File: config.mk
export PLATFORM = sky130hd
export DESIGN_NAME = csr_regfile
export DESIGN_NICKNAME = d
export VERILOG_FILES = /design/src/rtl/csr_regfile.sv
export SDC_FILE = /design/constraint.sdc
export NUM_CORES = 1
export LEC_CHECK = 0
export BUFFER_PORTS_ARGS = -buffer_cell sky130_fd_sc_hd__buf_2
export CELL_PAD_IN_SITES_DETAIL_PLACEMENT = 0
export CELL_PAD_IN_SITES_GLOBAL_PLACEMENT = 1
export CORE_AREA = 2 2 206 208
export CTS_CLUSTER_DIAMETER = 80
export DETAILED_ROUTE_END_ITERATION = 8
export DIE_AREA = 0 0 208 210
export PLACE_DENSITY_LB_ADDON = 0.1
export SETUP_SLACK_MARGIN = 0.15
export SLEW_MARGIN = 20
export SYNTH_ARGS = -nofsm -noshare
export SYNTH_HDL_FRONTEND = slang
export SYNTH_SLANG_ARGS = --single-unit
File: constraint.sdc
create_clock -name clk -period 5.3 [get_ports clk]
set_input_delay 0 -clock clk [delete_from_list [all_inputs] [get_ports clk]]
set_output_delay 0 -clock clk [all_outputs]
set_load 0.05 [all_outputs]
File: src/rtl/csr_regfile.sv
// csr_regfile: LoongArch control/status register file.
//   Takes CSR writes, exception commits and ertn commits from WB. Returns the CSR read data,
//   the trap entry, the ertn target, pending-interrupt status, the stable counter and TID.
//   Optional timer (TCFG/TVAL/TICLR, ESTAT.IS[11]) is built only when CSR_TIMER_EN is defined.
// Ports:
//   clk, reset                      clock, synchronous active-high reset
//   csr_raddr / csr_rdata           combinational read port (ID stage)
//   csr_we/waddr/wdata/wmask        masked write port (WB stage)
//   excp_flush, ertn_flush          trap commit / return commit
//   csr_ecode, csr_esubcode         exception cause
//   pc_to_era, error_badv(_pc)      faulting PC and optional bad virtual address
//   hw_int_in, ipi_int_in           level interrupt lines
//   ex_entry, ertn_pc, has_int      trap target, return target, interrupt pending
//   counter_value, counter_id       64-bit stable counter, TID
module csr_regfile #(
    parameter logic [31:0] TID_RESET = 32'h0
) (
    input  logic        clk,
    input  logic        reset,
    input  logic [13:0] csr_raddr,
    output logic [31:0] csr_rdata,
    input  logic        csr_we,
    input  logic [13:0] csr_waddr,
    input  logic [31:0] csr_wdata,
    input  logic [31:0] csr_wmask,
    input  logic        excp_flush,
    input  logic        ertn_flush,
    input  logic [5:0]  csr_ecode,
    input  logic [8:0]  csr_esubcode,
    input  logic [31:0] pc_to_era,
    input  logic        error_badv,
    input  logic [31:0] error_badv_pc,
    input  logic [7:0]  hw_int_in,
    input  logic        ipi_int_in,
    output logic [31:0] ex_entry,
    output logic [31:0] ertn_pc,
    output logic        has_int,
    output logic [63:0] counter_value,
    output logic [31:0] counter_id
);

    localparam logic [13:0] CsrCrmd   = 14'h000;
    localparam logic [13:0] CsrPrmd   = 14'h001;
    localparam logic [13:0] CsrEcfg   = 14'h004;
    localparam logic [13:0] CsrEstat  = 14'h005;
    localparam logic [13:0] CsrEra    = 14'h006;
    localparam logic [13:0] CsrBadv   = 14'h007;
    localparam logic [13:0] CsrEentry = 14'h00C;
    localparam logic [13:0] CsrSave0  = 14'h030;
    localparam logic [13:0] CsrSave1  = 14'h031;
    localparam logic [13:0] CsrSave2  = 14'h032;
    localparam logic [13:0] CsrSave3  = 14'h033;
    localparam logic [13:0] CsrTid    = 14'h040;
`ifdef CSR_TIMER_EN
    localparam logic [13:0] CsrTcfg   = 14'h041;
    localparam logic [13:0] CsrTval   = 14'h042;
    localparam logic [13:0] CsrTiclr  = 14'h044;
`endif

    logic [4:0]  crmd_q;
    logic [2:0]  prmd_q;
    logic [12:0] ecfg_lie_q;
    logic [1:0]  estat_sw_q;
    logic [7:0]  estat_hw_q;
    logic        estat_ipi_q;
    logic [5:0]  estat_ecode_q;
    logic [8:0]  estat_esub_q;
    logic [31:0] era_q;
    logic [31:0] badv_q;
    logic [25:0] eentry_q;
    logic [31:0] save_q [4];
    logic [31:0] tid_q;
    logic [63:0] counter_q;
    logic        ti;

    logic [31:0] estat_rd;
    logic [13:0] rd_addr [2];
    logic [31:0] rd_val  [2];
    logic [31:0] wr_new;
    logic        wr_en;

`ifdef CSR_TIMER_EN
    logic [31:0] tcfg_q;
    logic [31:0] tval_q;
    logic        ti_q;
    logic        tcfg_load;
    logic        tval_expire;
    logic        ti_clear;
`endif

    assign estat_rd = {1'b0, estat_esub_q, estat_ecode_q, 3'b000, estat_ipi_q, ti, 1'b0,
                       estat_hw_q, estat_sw_q};

    // Port 0 serves the ID read; port 1 fetches the old value under the write address so a
    // masked write can merge against it.
    assign rd_addr[0] = csr_raddr;
    assign rd_addr[1] = csr_waddr;

    always_comb begin
        for (int p = 0; p < 2; p++) begin
            rd_val[p] = 32'h0;
            case (rd_addr[p])
                CsrCrmd:   rd_val[p] = {27'h0, crmd_q};
                CsrPrmd:   rd_val[p] = {29'h0, prmd_q};
                CsrEcfg:   rd_val[p] = {19'h0, ecfg_lie_q};
                CsrEstat:  rd_val[p] = estat_rd;
                CsrEra:    rd_val[p] = era_q;
                CsrBadv:   rd_val[p] = badv_q;
                CsrEentry: rd_val[p] = {eentry_q, 6'h0};
                CsrSave0:  rd_val[p] = save_q[0];
                CsrSave1:  rd_val[p] = save_q[1];
                CsrSave2:  rd_val[p] = save_q[2];
                CsrSave3:  rd_val[p] = save_q[3];
                CsrTid:    rd_val[p] = tid_q;
`ifdef CSR_TIMER_EN
                CsrTcfg:   rd_val[p] = tcfg_q;
                CsrTval:   rd_val[p] = tval_q;
`endif
                default:   rd_val[p] = 32'h0;
            endcase
        end
    end

    assign csr_rdata = rd_val[0];
    assign wr_new    = (rd_val[1] & ~csr_wmask) | (csr_wdata & csr_wmask);
    // Trap and return commits take priority over a same-cycle software write.
    assign wr_en     = csr_we & ~excp_flush & ~ertn_flush;

    always_ff @(posedge clk) begin
        if (reset) begin
            crmd_q        <= 5'h08;
            prmd_q        <= 3'h0;
            ecfg_lie_q    <= 13'h0;
            estat_sw_q    <= 2'h0;
            estat_hw_q    <= 8'h0;
            estat_ipi_q   <= 1'b0;
            estat_ecode_q <= 6'h0;
            estat_esub_q  <= 9'h0;
            era_q         <= 32'h0;
            badv_q        <= 32'h0;
            eentry_q      <= 26'h0;
            save_q[0]     <= 32'h0;
            save_q[1]     <= 32'h0;
            save_q[2]     <= 32'h0;
            save_q[3]     <= 32'h0;
            tid_q         <= TID_RESET;
            counter_q     <= 64'h0;
        end else begin
            counter_q   <= counter_q + 64'd1;
            estat_hw_q  <= hw_int_in;
            estat_ipi_q <= ipi_int_in;
            if (excp_flush) begin
                prmd_q        <= crmd_q[2:0];
                crmd_q[2:0]   <= 3'b000;
                estat_ecode_q <= csr_ecode;
                estat_esub_q  <= csr_esubcode;
                era_q         <= pc_to_era;
                if (error_badv) begin
                    badv_q <= error_badv_pc;
                end
            end else if (ertn_flush) begin
                crmd_q[2:0] <= prmd_q;
            end else if (wr_en) begin
                case (csr_waddr)
                    CsrCrmd:   crmd_q     <= wr_new[4:0];
                    CsrPrmd:   prmd_q     <= wr_new[2:0];
                    CsrEcfg:   ecfg_lie_q <= wr_new[12:0] & 13'h1BFF;
                    CsrEstat:  estat_sw_q <= wr_new[1:0];
                    CsrEra:    era_q      <= wr_new;
                    CsrBadv:   badv_q     <= wr_new;
                    CsrEentry: eentry_q   <= wr_new[31:6];
                    CsrSave0:  save_q[0]  <= wr_new;
                    CsrSave1:  save_q[1]  <= wr_new;
                    CsrSave2:  save_q[2]  <= wr_new;
                    CsrSave3:  save_q[3]  <= wr_new;
                    CsrTid:    tid_q      <= wr_new;
                    default: ;
                endcase
            end
        end
    end

`ifdef CSR_TIMER_EN
    assign tcfg_load   = wr_en && (csr_waddr == CsrTcfg) && wr_new[0];
    // The last decrement step (TVAL==1) raises TI, whether it lands on 0 or reloads.
    assign tval_expire = tcfg_q[0] && (tval_q == 32'd1) && !tcfg_load;
    assign ti_clear    = wr_en && (csr_waddr == CsrTiclr) && csr_wdata[0] && csr_wmask[0];

    always_ff @(posedge clk) begin
        if (reset) begin
            tcfg_q <= 32'h0;
            tval_q <= 32'h0;
            ti_q   <= 1'b0;
        end else begin
            if (wr_en && (csr_waddr == CsrTcfg)) begin
                tcfg_q <= wr_new;
            end
            if (tcfg_load) begin
                tval_q <= {wr_new[31:2], 2'b00};
            end else if (tcfg_q[0] && (tval_q != 32'h0)) begin
                if ((tval_q == 32'd1) && tcfg_q[1]) begin
                    tval_q <= {tcfg_q[31:2], 2'b00};
                end else begin
                    tval_q <= tval_q - 32'd1;
                end
            end
            if (tval_expire) begin
                ti_q <= 1'b1;
            end else if (ti_clear) begin
                ti_q <= 1'b0;
            end
        end
    end

    assign ti = ti_q;
`else
    assign ti = 1'b0;
`endif

    assign has_int       = crmd_q[2] & |(estat_rd[12:0] & ecfg_lie_q);
    assign ex_entry      = {eentry_q, 6'h0};
    assign ertn_pc       = era_q;
    assign counter_value = counter_q;
    assign counter_id    = tid_q;

endmodule
==> impl_metrics.json, run 1 <==
{
  "status": "complete, no violations",
  "synth_top_flop_cell": "dfxtp_1",
  "r2r.worst_path.cells": 7,
  "vias": 19900,
  "fillers": 3699,
  "crit_chain": "buf_2 -> buf_4 -> or4b_2 -> nor4_4 -> buf_4 -> a22oi_1 -> a211oi_1 -> a21oi_1 -> dlygate4sd3_1 -> o21ai_0 -> dlygate4sd3_1",
  "p_clk_share_pct": 45.8,
  "layout_commonest_cell": "buf_2",
  "cp_top_family": "buffers and inverters",
  "cts_inserted_buffers": 42,
  "seq_power_share_pct": 44.1,
  "cts.htree.levels": 2,
  "viasPerCell": 6.48,
  "max_slew.worst_pin.slew_ns": 1.25,
  "worstPathMaxFanout": 33,
  "initial_core_util_pct": 44.7,
  "first_global_vias": 19100,
  "ys_warn_count": 0,
  "clk_pin_slew_ns": 0.06,
  "internal_power_mw": 5.12,
  "drc": 0,
  "design_power_total_mw": 6.86,
  "critPathSlowestCell": "dlygate4sd3_1",
  "timing.hold.ws_ns": 0.0240,
  "max_stage_delay_ns": 0.67,
  "async_flop_share_pct": 0,
  "r2r-start": "counter_value[7]",
  "rows": 75,
  "syn-cell-area_um2": 18500,
  "nNetsFinal": 2681,
  "slew_headroom_pct": 16.4,
  "yosysSeqAreaShare_pct": 45.8,
  "fin_tns_setup_ns": 0,
  "first_pass_iters": 7,
  "clock_skew_ns": 0.0109,
  "crit_cells": 11,
  "drtIter0Drc": 2775,
  "tritoncts": "done",
  "place_congestion": 0.915,
  "die_w_um": 208,
  "yosysTopAreaCellShare_pct": 25.0,
  "overflow": 0,
  "period_needed_ns": 3.77,
  "core_area_um2": 41500,
  "endpoint_kind": "flop",
  "synthCells": 1987,
  "drive_gt1_share_pct": 23.4,
  "cts_sinks": 360,
  "final_max_slew_viol_count": 0,
  "hold_viol": 0,
  "fp.dieH_um": 210,
  "min_path_type": "in2reg",
  "portBuffers": 372,
  "cts_root_buf": "clkbuf_16",
  "setup_viol": 0,
  "avgRoutedWirePerCell_um": 27.2,
  "track_usage_pct": 37.0,
  "critPathBufInv": 5,
  "p_leak_nw": 9.31,
  "r2r-end": "counter_value[55]",
  "crit_path_end": "badv_q[10]",
  "antenna_found_initial": 5,
  "ant_nets": 0,
  "power.switching_mw": 1.74,
  "path_class": "in2reg",
  "cap_violations": 0,
  "ir_drop_uv": 238,
  "synth_seq_cells": 360,
  "antenna_cells": 0,
  "startpoint": "csr_waddr[1]",
  "grt_pass1_wl_mm": 123,
  "cts.path.max_buffers": 3,
  "synth_area_leader_cell": "dfxtp_1",
  "insertion_delay_ns": 0.58,
  "synth_area_leaders": "dfxtp_1 (25%), edfxtp_1 (21%), nor2_1 (6.6%)",
  "cp-start-kind": "primary input",
  "synthToLayoutAreaGrowth_pct": 31.5,
  "worstPathRequired_ns": 5.81,
  "dieArea_um2": 43700,
  "fmax_ghz": 0.265,
  "p_per_area_nw_per_um2": 281,
  "pwr-share-comb_pct": 10.1,
  "layout_common_cells": "buf_2 (370), nor2_1 (324), dfxtp_1 (232), dlygate4sd3_1 (201), edfxtp_1 (128)",
  "ios": 379,
  "synth_cell_types": 82,
  "postSynthAreaPerCell_um2": 9.33,
  "grt_start_max_net_pins": 77,
  "cp.arrival_ns": 4.28,
  "reg2reg_slack_ns": 2.19,
  "synth_edf_count": 128,
  "period_share_pct": 71.1,
  "routed_wl_mm": 83.4,
  "postCtsResizedCells": 0,
  "rsz0062_at_grt": "false",
  "p_sw_share_pct": 25.3,
  "dp_hpwl_mm": 53.5
}
## worst register-to-register path: cells and delay by family, from the launching register on
| kind | cells | cell delay [ns] |
|---|---|---|
| flip-flops | 1 | 0.42 |
| AND/OR/NAND/NOR | 6 | 2.41 |
| XOR/XNOR | 1 | 0.14 |
## per-layer routing
layer	share of wire, %	routed length (µm)	vias to the layer above	GRT usage [%]
met3	13	11200	264	10.7
met4	4.8	4040	8	17.9
met2	43	36000	1482	55.7
met1	39	32200	9533	49.1
li1	-	-	8584	-
met5	0.056	47	-	0
## area by class of cell
type | count | area, µm² | share of cell area (%)
Clock buffer | 52 | 1160 | 4.76
Clock inverter | 25 | 319 | 1.31
Inverter | 18 | 67.6 | 0.277
Multi-Input combinational cell | 1447 | 9400 | 38.5
Sequential cell | 360 | 8490 | 34.8
Tap cell | 539 | 674 | 2.76
Timing Repair Buffer | 625 | 4290 | 17.6
## stage by stage
step / cell area [µm²] / worst slack, ns / std cells / utilization [%]
floorplan: 18600 / 2.61 / 1992 / -
global placement: 20900 / 1.73 / 2788 / 50.4
detailed placement: 20900 / 1.69 / 2788 / 50.4
CTS: 24400 / 1.65 / 3066 / 58.8
global route: 24400 / 1.49 / 3066 / 58.8
finish: 24400 / 1.53 / 3066 / 58.8
## cells in the mapped netlist, types with 12 or more instances
cell type,count
nor2_1,325
dfxtp_1,232
edfxtp_1,128
nand2_1,127
a22oi_1,123
clkbuf_1,120
a21oi_1,90
o21ai_0,73
a211oi_1,70
nand3_1,62
mux2i_1,42
nand4_1,39
mux2_2,34
a221oi_1,33
nor3_1,33
xor2_1,28
a222oi_1,26
buf_2,24
a22o_1,22
xnor2_1,22
and2_1,19
a211o_1,18
nor2b_1,18
or3_1,17
a31oi_1,16
inv_1,16
mux4_2,13
a21o_1,12
and3_1,12
nor3b_1,12
## timing repair
item,4_1_cts,5_1_grt
hold buffers,201,0
endpoints found under the hold margin,264,0
buffers inserted,0,0
## power groups by stage
| stage | Combinational [mW] | Sequential (mW) | Clock, mW |
|---|---|---|---|
| 5_1_grt | 0.726 | 3.03 | 3.27 |
| 3_5_place_dp | 0.554 | 3.08 | 0 |
| 3_3_place_gp | 0.550 | 3.08 | 0 |
| 2_1_floorplan | 0.276 | 3.11 | 0 |
| 6_report | 0.691 | 3.03 | 3.14 |
| 4_1_cts | 0.673 | 3.02 | 3.16 |
## registers in the layout, summed over array words and instances (netlist names)
signal	count
save_q	128
estat_ecode_q	6
prmd_q	3
crmd_q	5
ertn_pc	32
estat_sw_q	2
counter_value	64
estat_esub_q	9
ecfg_lie_q	12
counter_id	32
eentry_q	26
estat_hw_q	8
estat_ipi_q	1
badv_q	32
## worst min-delay path by stage
stage | start | endpoint | slack (ns) | cells past startpoint
after floorplan | hw_int_in[0] | estat_hw_q[0] | 0.13 | 1
after global placement | hw_int_in[1] | estat_hw_q[1] | 0.21 | 2
after detailed placement | hw_int_in[5] | estat_hw_q[5] | 0.22 | 2
after CTS | error_badv_pc[2] | badv_q[2] | 0.001 | 5
after global routing | csr_wmask[27] | save_q[0][27] | 0.04 | 3
final | csr_wmask[27] | save_q[2][27] | 0.02 | 3
## cells by family after synthesis
group	count (synthesis)	share of synthesized area [%]
multiplexers	89	5.91
AO/OA/AOI/OAI	574	22.7
adder cells (fa/ha/maj)	1	0.0675
buffers and inverters	185	4.22
other	1	0.0202
flip-flops	360	45.8
AND/OR/NAND/NOR	727	18.9
XOR/XNOR	50	2.36
(Power assumes the default switching activity.)
==> run 2, diff against run 1 <==
--- a/config.mk
+++ b/config.mk
@@ -8,10 +8,10 @@
 export BUFFER_PORTS_ARGS = -buffer_cell sky130_fd_sc_hd__buf_2
 export CELL_PAD_IN_SITES_DETAIL_PLACEMENT = 0
 export CELL_PAD_IN_SITES_GLOBAL_PLACEMENT = 1
-export CORE_AREA = 2 2 206 208
+export CORE_AREA = 2 2 214 216
 export CTS_CLUSTER_DIAMETER = 80
 export DETAILED_ROUTE_END_ITERATION = 8
-export DIE_AREA = 0 0 208 210
+export DIE_AREA = 0 0 216 218
 export PLACE_DENSITY_LB_ADDON = 0.1
 export SETUP_SLACK_MARGIN = 0.15
 export SLEW_MARGIN = 20
==> constraint.sdc (replaced) <==
create_clock -name clk -period 3.8 [get_ports clk]
set_input_delay 0 -clock clk [delete_from_list [all_inputs] [get_ports clk]]
set_output_delay 0 -clock clk [all_outputs]
set_load 0.05 [all_outputs]
==> run 2 against run 1 <==
Highest routed layer unchanged. First-iteration DRC count decreased by 5.5%. Sequential power up 40%. Largest cell class unchanged. Worst setup slack lost 1.1 ns. Total power rose by 35%. Non-clock buffer count increased by 32. Cell count rose by 3.1%. Clock skew rose by 0.0091 ns. Worst hold slack got worse by 0.011 ns. Final area grew 1.1%. Critical endpoint is now badv_q[16].
==> impl_metrics.json, run 2 (same netlist as run 1, synthesis figures left out) <==
{
  "worstPathMaxFanout": 15,
  "largest_reg_flops": 128,
  "routed_wl_mm": 87.3,
  "synthToLayoutAreaGrowth_pct": 33.0,
  "portBuffers": 372,
  "insertion_delay_ns": 0.58,
  "largest-register": "save_q",
  "cp-start-kind": "primary input",
  "cp.arrival_ns": 3.93,
  "cts_root_buf": "clkbuf_16",
  "cts_inserted_buffers": 43,
  "place_congestion": 0.934,
  "drtIter0Drc": 2623,
  "drive_gt1_share_pct": 23.9,
  "seq_power_share_pct": 45.6,
  "first_global_vias": 19300,
  "fp.dieH_um": 218,
  "internal_power_mw": 6.87,
  "overflow": 0,
  "dpl-instance-area_um2": 21300,
  "grt_pass1_wl_mm": 127,
  "grt_start_max_net_pins": 150,
  "first_pass_iters": 9,
  "hold_viol": 0,
  "dp_hpwl_mm": 57.1,
  "cap_violations": 0,
  "p_clk_share_pct": 43.9,
  "crit_chain": "buf_2 -> nor4_2 -> buf_4 -> and4_1 -> buf_4 -> a221oi_1 -> a311o_1 -> a21boi_1 -> dlygate4sd3_1 -> o21ai_0 -> dlygate4sd3_1",
  "design_power_total_mw": 9.27,
  "die_w_um": 216,
  "tritoncts": "done",
  "cts.htree.levels": 2,
  "fin_tns_setup_ns": 0,
  "track_usage_pct": 36.0,
  "critPathSlowestCell": "and4_1",
  "rows": 78,
  "p_leak_nw": 9.43,
  "antenna_found_initial": 4,
  "fmax_ghz": 0.293,
  "drc": 0,
  "dieArea_um2": 47100,
  "nNetsFinal": 2714,
  "final_max_slew_viol_count": 0,
  "status": "complete, no violations",
  "min_path_type": "in2reg",
  "p_per_area_nw_per_um2": 376,
  "clk_pin_slew_ns": 0.06,
  "fin_area_um2": 24700,
  "path_class": "in2reg",
  "ant_nets": 0,
  "setup_viol": 0,
  "pwr-share-comb_pct": 10.6,
  "viasPerCell": 6.29,
  "cts.path.max_buffers": 3,
  "ir_drop_uv": 328,
  "vias": 19900,
  "layout_commonest_cell": "buf_2",
  "initial_core_util_pct": 41.3,
  "slew_headroom_pct": 28.9,
  "max_slew.worst_pin.slew_ns": 1.07,
  "endpoint_kind": "flop",
  "max_stage_delay_ns": 0.73,
  "postCtsResizedCells": 0,
  "period_needed_ns": 3.41,
  "p_sw_share_pct": 26.0,
  "clock_skew_ns": 0.0200,
  "worstPathRequired_ns": 4.32,
  "period_share_pct": 89.7,
  "layout_common_cells": "buf_2 (370), nor2_1 (324), dfxtp_1 (232), dlygate4sd3_1 (198), edfxtp_1 (128)",
  "ios": 379,
  "power.switching_mw": 2.41,
  "rsz0062_at_grt": "false",
  "core_area_um2": 44900,
  "avgRoutedWirePerCell_um": 27.6,
  "cts_sinks": 360
}
run 2: area by class of cell:
cell class,instances,area [µm²]
antenna,1,2.50
clock buffer,66,1260
clock inverter,13,93.8
fill,4178,20200
inverter,18,67.6
multi-input combinational,1447,9380
sequential,360,8490
tap,600,751
timing repair buffer,657,4620
run 2: worst max-delay path, delay by kind of cell:
kind	cells	cell delay (ns)
compound gates	4	0.87
buf+inv	5	2.06
simple gates	2	0.97
run 2: path summary, 6_finish.rpt:
path | slack (ns) | cells after the start | to | from
setup / recovery | 0.39 | 11 | badv_q[16] | csr_waddr[13]
setup reg to reg | 0.71 | 7 | badv_q[10] | save_q[0][10]
hold / removal | 0.01 | 3 | save_q[1][4] | csr_wmask[4]
hold reg to reg | 0.45 | 1 | counter_value[0] | counter_value[0]
run 2: what timing repair did:
action / in CTS / in global routing
endpoints found under the hold margin: 251 / 0
hold buffers: 198 / 0
buffers inserted: 0 / 0
run 2: layer usage:
metal | track usage [%] | routed length (µm) | part of all wire (%)
met2 | 55.0 | 37900 | 43
met3 | 9.21 | 10600 | 12
met1 | 48.7 | 35200 | 40
met5 | 0 | 23 | 0.026
met4 | 14.7 | 3660 | 4.2
run 2: stage by stage:
stage / instances / hold slack, ns / worst slack (ns) / util (%)
CTS: 3161 / 0.000223 / 0.454 / 54.9
detailed placement: 2884 / 0.220 / 0.764 / 47.5
global route: 3161 / 0.0457 / 0.333 / 54.9
global placement: 2884 / 0.209 / 0.751 / 47.5
floorplan: 1992 / 0.128 / 1.11 / -
finish: 3162 / 0.0130 / 0.392 / 54.9
run 2: power groups by stage:
| stage | Sequential, mW | Combinational, mW | Clock (mW) |
|---|---|---|---|
| 2_1_floorplan | 4.33 | 0.385 | 0 |
| 3_3_place_gp | 4.30 | 0.788 | 0 |
| 3_5_place_dp | 4.30 | 0.795 | 0 |
| 4_1_cts | 4.22 | 0.957 | 4.09 |
| 5_1_grt | 4.23 | 1.03 | 4.24 |
| 6_report | 4.23 | 0.980 | 4.07 |
